**src/rtl/sort_seq.sv**
```systemverilog
// Sequential odd-even transposition sorter: accepts an N-lane vector, runs N
// compare/exchange passes, and presents the sorted values with origin-lane tags.
module sort_seq #(
  parameter int unsigned WIDTH = 16,
  parameter int unsigned N     = 4,
  localparam int unsigned IDXW = ($clog2(N) > 1) ? $clog2(N) : 1
) (
  input  logic                clk,
  input  logic                rst_n,
  input  logic                in_valid,
  output logic                in_ready,
  input  logic [N*WIDTH-1:0]  in_data,
  input  logic                mode,
  output logic                out_valid,
  input  logic                out_ready,
  output logic [N*WIDTH-1:0]  out_data,
  output logic [N*IDXW-1:0]   out_idx
);

  localparam int unsigned CNTW = ($clog2(N) > 1) ? $clog2(N) : 1;

  typedef enum logic [1:0] {
    IDLE = 2'd0,
    SORT = 2'd1,
    DONE = 2'd2
  } state_t;

  state_t            state_q;
  state_t            state_d;
  logic [CNTW-1:0]   pass_q;
  logic              mode_q;
  logic [WIDTH-1:0]  lane_q [N];
  logic [IDXW-1:0]   tag_q  [N];
  logic [WIDTH-1:0]  lane_nx [N];
  logic [IDXW-1:0]   tag_nx  [N];

  // State register
  always_ff @(posedge clk or negedge rst_n) begin
    if (!rst_n) begin
      state_q <= IDLE;
    end else begin
      state_q <= state_d;
    end
  end

  // Next-state and handshake decode
  always_comb begin
    state_d   = state_q;
    in_ready  = 1'b0;
    out_valid = 1'b0;
    case (state_q)
      IDLE: begin
        in_ready = 1'b1;
        if (in_valid) state_d = SORT;
      end
      SORT: begin
        if (pass_q == CNTW'(N - 1)) state_d = DONE;
      end
      DONE: begin
        out_valid = 1'b1;
        if (out_ready) state_d = IDLE;
      end
      default: state_d = IDLE;
    endcase
  end

  // One transposition pass; pass parity picks even or odd pair starts.
  // Strict comparison keeps equal values in place, which makes the sort stable.
  always_comb begin
    for (int unsigned i = 0; i < N; i++) begin
      lane_nx[i] = lane_q[i];
      tag_nx[i]  = tag_q[i];
    end
    for (int unsigned j = 0; j < N - 1; j++) begin
      if ((1'(j) == pass_q[0]) &&
          (mode_q ? (lane_q[j] > lane_q[j+1]) : (lane_q[j] < lane_q[j+1]))) begin
        lane_nx[j]   = lane_q[j+1];
        lane_nx[j+1] = lane_q[j];
        tag_nx[j]    = tag_q[j+1];
        tag_nx[j+1]  = tag_q[j];
      end
    end
  end

  // Lane, tag, mode and pass counter registers
  always_ff @(posedge clk or negedge rst_n) begin
    if (!rst_n) begin
      pass_q <= '0;
      mode_q <= 1'b0;
      for (int unsigned i = 0; i < N; i++) begin
        lane_q[i] <= '0;
        tag_q[i]  <= '0;
      end
    end else begin
      case (state_q)
        IDLE: begin
          if (in_valid) begin
            pass_q <= '0;
            mode_q <= mode;
            for (int unsigned i = 0; i < N; i++) begin
              lane_q[i] <= in_data[i*WIDTH +: WIDTH];
              tag_q[i]  <= IDXW'(i);
            end
          end
        end
        SORT: begin
          pass_q <= pass_q + CNTW'(1);
          for (int unsigned i = 0; i < N; i++) begin
            lane_q[i] <= lane_nx[i];
            tag_q[i]  <= tag_nx[i];
          end
        end
        default: ;
      endcase
    end
  end

  // Lane registers drive the outputs directly in every state
  for (genvar g = 0; g < N; g++) begin : g_out
    assign out_data[g*WIDTH +: WIDTH] = lane_q[g];
    assign out_idx[g*IDXW +: IDXW]    = tag_q[g];
  end

endmodule

```
**config.mk**
```make
export PLATFORM = sky130hd
export DESIGN_NAME = sort_seq
export DESIGN_NICKNAME = d
export VERILOG_FILES = /design/src/rtl/sort_seq.sv
export SDC_FILE = /design/constraint.sdc
export NUM_CORES = 1
export LEC_CHECK = 0
export ABC_AREA = 1
export CORE_ASPECT_RATIO = 1.25
export CORE_MARGIN = 8
export CORE_UTILIZATION = 30
export DETAILED_ROUTE_END_ITERATION = 12
export GPL_ROUTABILITY_DRIVEN = 0
export GPL_TIMING_DRIVEN = 0
export SYNTH_ARGS = -nofsm -noshare
export SYNTH_HDL_FRONTEND = slang
export SYNTH_SLANG_ARGS = --single-unit
```
**constraint.sdc**
```tcl
create_clock -name clk -period 2.2 [get_ports clk]
set_input_delay 0.22 -clock clk [delete_from_list [all_inputs] [get_ports clk]]
set_output_delay 0.22 -clock clk [all_outputs]
set_load 0.02 [all_outputs]
```
# Word-level counts from Yosys, hierarchy flattened
# Cells that the tools add are included.
# word_totals
ff_bits	77
in_bits	69
output_inout_bits	74
wordCells	62
# classes
add_sub_neg	1
n_lt_le_gt_ge	6
eq_ne	10
muxes	21
n_bitwise	1
reduce_logical	12
# ops
op	count
one-hot mux 64 bit (2 select lines)	1
two-way mux 32 bit	3
two-way mux 64 bit	1
greater-than comparator 16 bit	3
less-than comparator 16 bit	3
one-hot mux 8 bit (2 select lines)	1
AND reduction 3 bit	5
two-way mux 4 bit	3
!= test 2 bit (second input constant)	5
two-way mux 2 bit	4
two-way mux 8 bit	1
!= test 3 bit (second input constant)	2
one-hot mux 2 bit (3 select lines)	1
two-way mux 1 bit	5
== test 2 bit (second input constant)	2
one-hot mux 2 bit (2 select lines)	1
AND reduction 2 bit	2
logical AND 1 bit	3
adder 2 x 1 -> 2 bit (second input constant)	1
== test 2 x 1 -> 1 bit (second input constant)	1
zero test 2 bit	1
nonzero test 2 bit	1
NOT 1 bit	1

# Logic depth before layout (Yosys ltp)
# depth
word_depth	7
mapped_depth	19
depth_no_buf	18

# Worst setup path after synthesis
# OpenSTA, ideal clock, no wires.
# synth_timing
path_kind	register -> register
start	register lane_q, in the netlist out_data[43]
end	register lane_q, in the netlist out_data[39]
setup_ns	0.118
arrival_time_ns	2.007
required_ns	2.082
slack_ns	0.075
path_stages_with_launch	14
n_path_buf	1
synth_period_minus_slack_ns	2.125
path_cell_list	dfrtp_1 > inv_1 > ha_1 > a21oi_1 > nand2_1 > a21oi_2 > nand3_2 > nand3_2 > inv_2 > nand2_4 > nand3_4 > buf_4 > nand2_1 > nand2_1
# synth_via
elab_chain_cells	5
elab_cells_between_ends	12
# synth_rtl
item	line_no	source
from (decl)	32	logic [WIDTH-1:0] lane_q [N];
from (signal, indexed assignment)	101	lane_q[i] <= in_data[i*WIDTH +: WIDTH];
from (signal, indexed assignment)	109	lane_q[i] <= lane_nx[i];
less-than comparator 16 bit / greater-than comparator 16 bit (equally long branches)	76	(mode_q ? (lane_q[j] > lane_q[j+1]) : (lane_q[j] < lane_q[j+1]))) begin
two-way mux 1 bit	76	
logical AND 1 bit	75	if ((1'(j) == pass_q[0]) &&
!= test 3 bit (no line) / two-way mux 32 bit (equally long branches)	n/a	
AND reduction 3 bit (no line) / one-hot mux 64 bit (2 select lines) (equally long branches)	n/a	
# Parallel ways exist; a longest one is shown, timed or not. The select of a mux whose other input is x is not followed.
# A chain may end at the register's enable or synchronous reset.

# Worst setup path after layout
# layout_timing
start	register lane_q, in the netlist out_data[27]
end	register lane_q, in the netlist out_data[27]
# The elaborated chain is that of the path after synthesis.

==> out/summary.txt <==
Sink Count -> 77
# diodes -> 0
Fin Clk Skew -> 5.41 ps
Pwr dens -> 1990 mW/mm^2
Setup WS pre-CTS -> -374 ps
DIE HEIGHT -> 169 um
DR top layer -> met4
Root buffer cell -> clkbuf_16
Drt total wl -> 22,000 um
Pre-antenna DRT Iters -> 5
Layout area overhead -> 59.4%
Worst-Skew Late Latency -> 350 ps
Period utilisation layout -> 1.02
Initial DRC count -> 339
Post-synthesis sequential area ratio -> 0.344
Flop2flop setup slack -> -40 ps
Slew Limit Fails -> 0
DR vias -> 6,226
Worst Path Class, Setup -> reg2reg
Reg clk slew, reported paths -> 60 ps
# rows -> 56
DRC Markers -> 0
Initial Utilization -> 0.302
CTS max path bufs -> 2
Fin util -> 0.482
Nets -> 1,170
Maximum net fanout on the critical path -> 10
Tmin final -> 2240 ps
Tot Pwr -> 0.0177 W
Fin. Hold Viols -> 0
Number of global-route vias before repair -> 6,108
Post-route ant nets -> 0
Max IR drop VDD -> 0.000693 V
Failing checks -> negative setup slack
RSZ-0062 raised after global routing -> true
M1 WL -> 8990 um
I/O pin count -> 143
Met3 routed WL -> 1020 um
Die ar. -> 0.0233 sq mm
H-tree levels -> 3
DP Wirelength -> 16,500 um
Syn Inst Count -> 830
Startpoint class of the critical path -> flop
Core area -> 0.0185 sq mm
CP startpoint -> out_data[27]$_DFFE_PN0P_
Worst slew pin tran -> 670 ps
GRT overflow -> 0
GR Util All Layers -> 0.178
Via/cell ratio -> 4.83
Hold Path Class -> in2async
Status -> finished, violations left
Die X -> 138 um
Reg2Reg Launch Point -> out_data[27]$_DFFE_PN0P_
WP data required -> 2440 ps
Worst slew margin -> 0.553
FF+latch count, synth -> 77
Initial antenna violation count -> 0
Crit. End Element -> flop
Avg Cell Area, Syn -> 6.74 sq um
CTS Buf Count -> 9
Fmax -> 446 MHz
P_leak -> 4.36 nW
Largest net degree at the start of global routing -> 62
Mapped Nets -> 948
WL met2 -> 11,100 um
Setup slack after layout -> -40.9 ps
WP data arrival -> 2480 ps
CTS tree -> yes
Yosys warnings -> 0
Number of max-cap violations -> 0
PortBufs -> 142
Synth cell types -> 30
DR WL/cell -> 17.0 um
Setup violations, final -> 29
First-pass GRT wire length -> 33,000 um
Cell Area, Synth -> 0.00560 sq mm
Ratio of cells with drive above 1 in the final layout -> 0.240
==> routing by layer <==
metal,vias up,track usage
li1,3120,-
met5,-,0
met1,2876,0.206
met2,186,0.313
met3,44,0.0314
met4,0,0.0810
==> sequential cells by signal (all words and copies together) (netlist names) <==
register	cells
out_data	64
out_idx	8
pass_q	2
state_q	2
mode_q	1
==> cell type report <==
cell class / count / area [sq um]
sequential: 77 / 1950
timing repair buffer: 212 / 2040
inverter: 101 / 384
tap: 232 / 290
buffer: 40 / 313
fill: 1811 / 9580
multi-input combinational: 611 / 3580
clock buffer: 13 / 270
clock inverter: 3 / 90.1
==> per-stage QoR <==
stage | TNS, ps | hold slack, ps | instances | area [sq um]
after CTS | -219 | 306 | 1255 | 8200
final | -511 | 300 | 1289 | 8920
after detailed placement | -14480 | 114 | 1205 | 7330
after floorplan | 0 | -75.6 | 830 | 5600
after global routing | -7360 | 331 | 1289 | 8920
after global placement | -171990 | 488 | 1204 | 7310
==> cell families (layout without fill, tap and decap cells) <==
kind of cell             Yosys count  after routing  synth area share
AND/OR/NAND/NOR                  486            486             0.372
AO/OA/AOI/OAI                     76             76            0.0718
adder cells (fa/ha/maj)           49             49             0.110
flip-flops                        77             77             0.344
buffers and inverters            142            369             0.103
==> layout by cell type, fill, tap and decap left out, types with 17 or more instances in the layout <==
| cell type | count |
|---|---|
| nand3_1 | 70 |
| o21ai_0 | 37 |
| dfrtp_2 | 19 |
| inv_1 | 77 |
| nand2_1 | 285 |
| nand2_2 | 36 |
| ha_4 | 17 |
| buf_6 | 19 |
| dfrtp_1 | 58 |
| nor2_1 | 30 |
| ha_1 | 32 |
| nand4_1 | 37 |
| clkdlybuf4s50_1 | 141 |
| buf_4 | 61 |
| inv_2 | 22 |
==> final timing paths <==
| check | to | cells past startpoint |
|---|---|---|
| min in group clk | out_data[49]$_DFFE_PN0P_ | 3 |
| max | out_data[27]$_DFFE_PN0P_ | 13 |
| min reg2reg | pass_q[1]$_DFFE_PN0P_ | 2 |
| min | out_data[49]$_DFFE_PN0P_ | 2 |
| max in group asynchronous | out_data[44]$_DFFE_PN0P_ | 3 |
| max reg2reg | out_data[27]$_DFFE_PN0P_ | 13 |
==> synthesized netlist by cell type <==
cell type	instances	area share
nor2_2	2	0.0022
buf_1	1	0.00067
o21ai_2	1	0.0016
nand2_2	1	0.0011
nand3_1	79	0.071
buf_4	4	0.0054
buf_2	21	0.019
a21oi_2	1	0.0016
nor2_1	36	0.024
nand4_1	37	0.041
inv_1	98	0.066
ha_1	49	0.11
nor2_4	1	0.0020
nand3_4	1	0.0031
clkbuf_1	15	0.010
a31oi_1	1	0.0011
o31ai_1	1	0.0013
o21a_1	1	0.0013
nand2_1	323	0.22
inv_2	3	0.0020
nand2_4	2	0.0040
nor3_1	1	0.00089
o21ai_0	42	0.038
a21oi_1	22	0.020
o21bai_1	2	0.0027
nand3_2	2	0.0036
nor3_2	1	0.0018
a21o_1	1	0.0013
dfrtp_1	77	0.34
o21ai_1	4	0.0036
==> worst max-delay path, cell delays in order (launching register included) <==
cell and delay [ps]:
dfrtp_2 410, inv_2 80, ha_4 270, nand2_1 80, o21ai_2 150, a21oi_2 100, buf_4 140, a21oi_2 180
nor2_1 90, nor2_2 230, nand2_4 110, buf_8 160, nand2_1 60, nand2_1 50
==> report_power, final <==
group / switching, W / internal (W)
clock: 0.000611 / 0.00120
combinational: 0.00738 / 0.00558
sequential: 0.000786 / 0.00216
total: 0.00878 / 0.00894
==> repair_timing <==
action | 4_1_cts | 5_1_grt
hold buffers | 1 | 0
setup buffers | 32 | 32
endpoints found under the setup margin | 72 | 72
gates resized for setup | 76 | 121
gates cloned | 2 | 2
hold endpoints to repair | 16 | 0
pin swaps | 32 | 46
(Power assumes the default switching activity.)
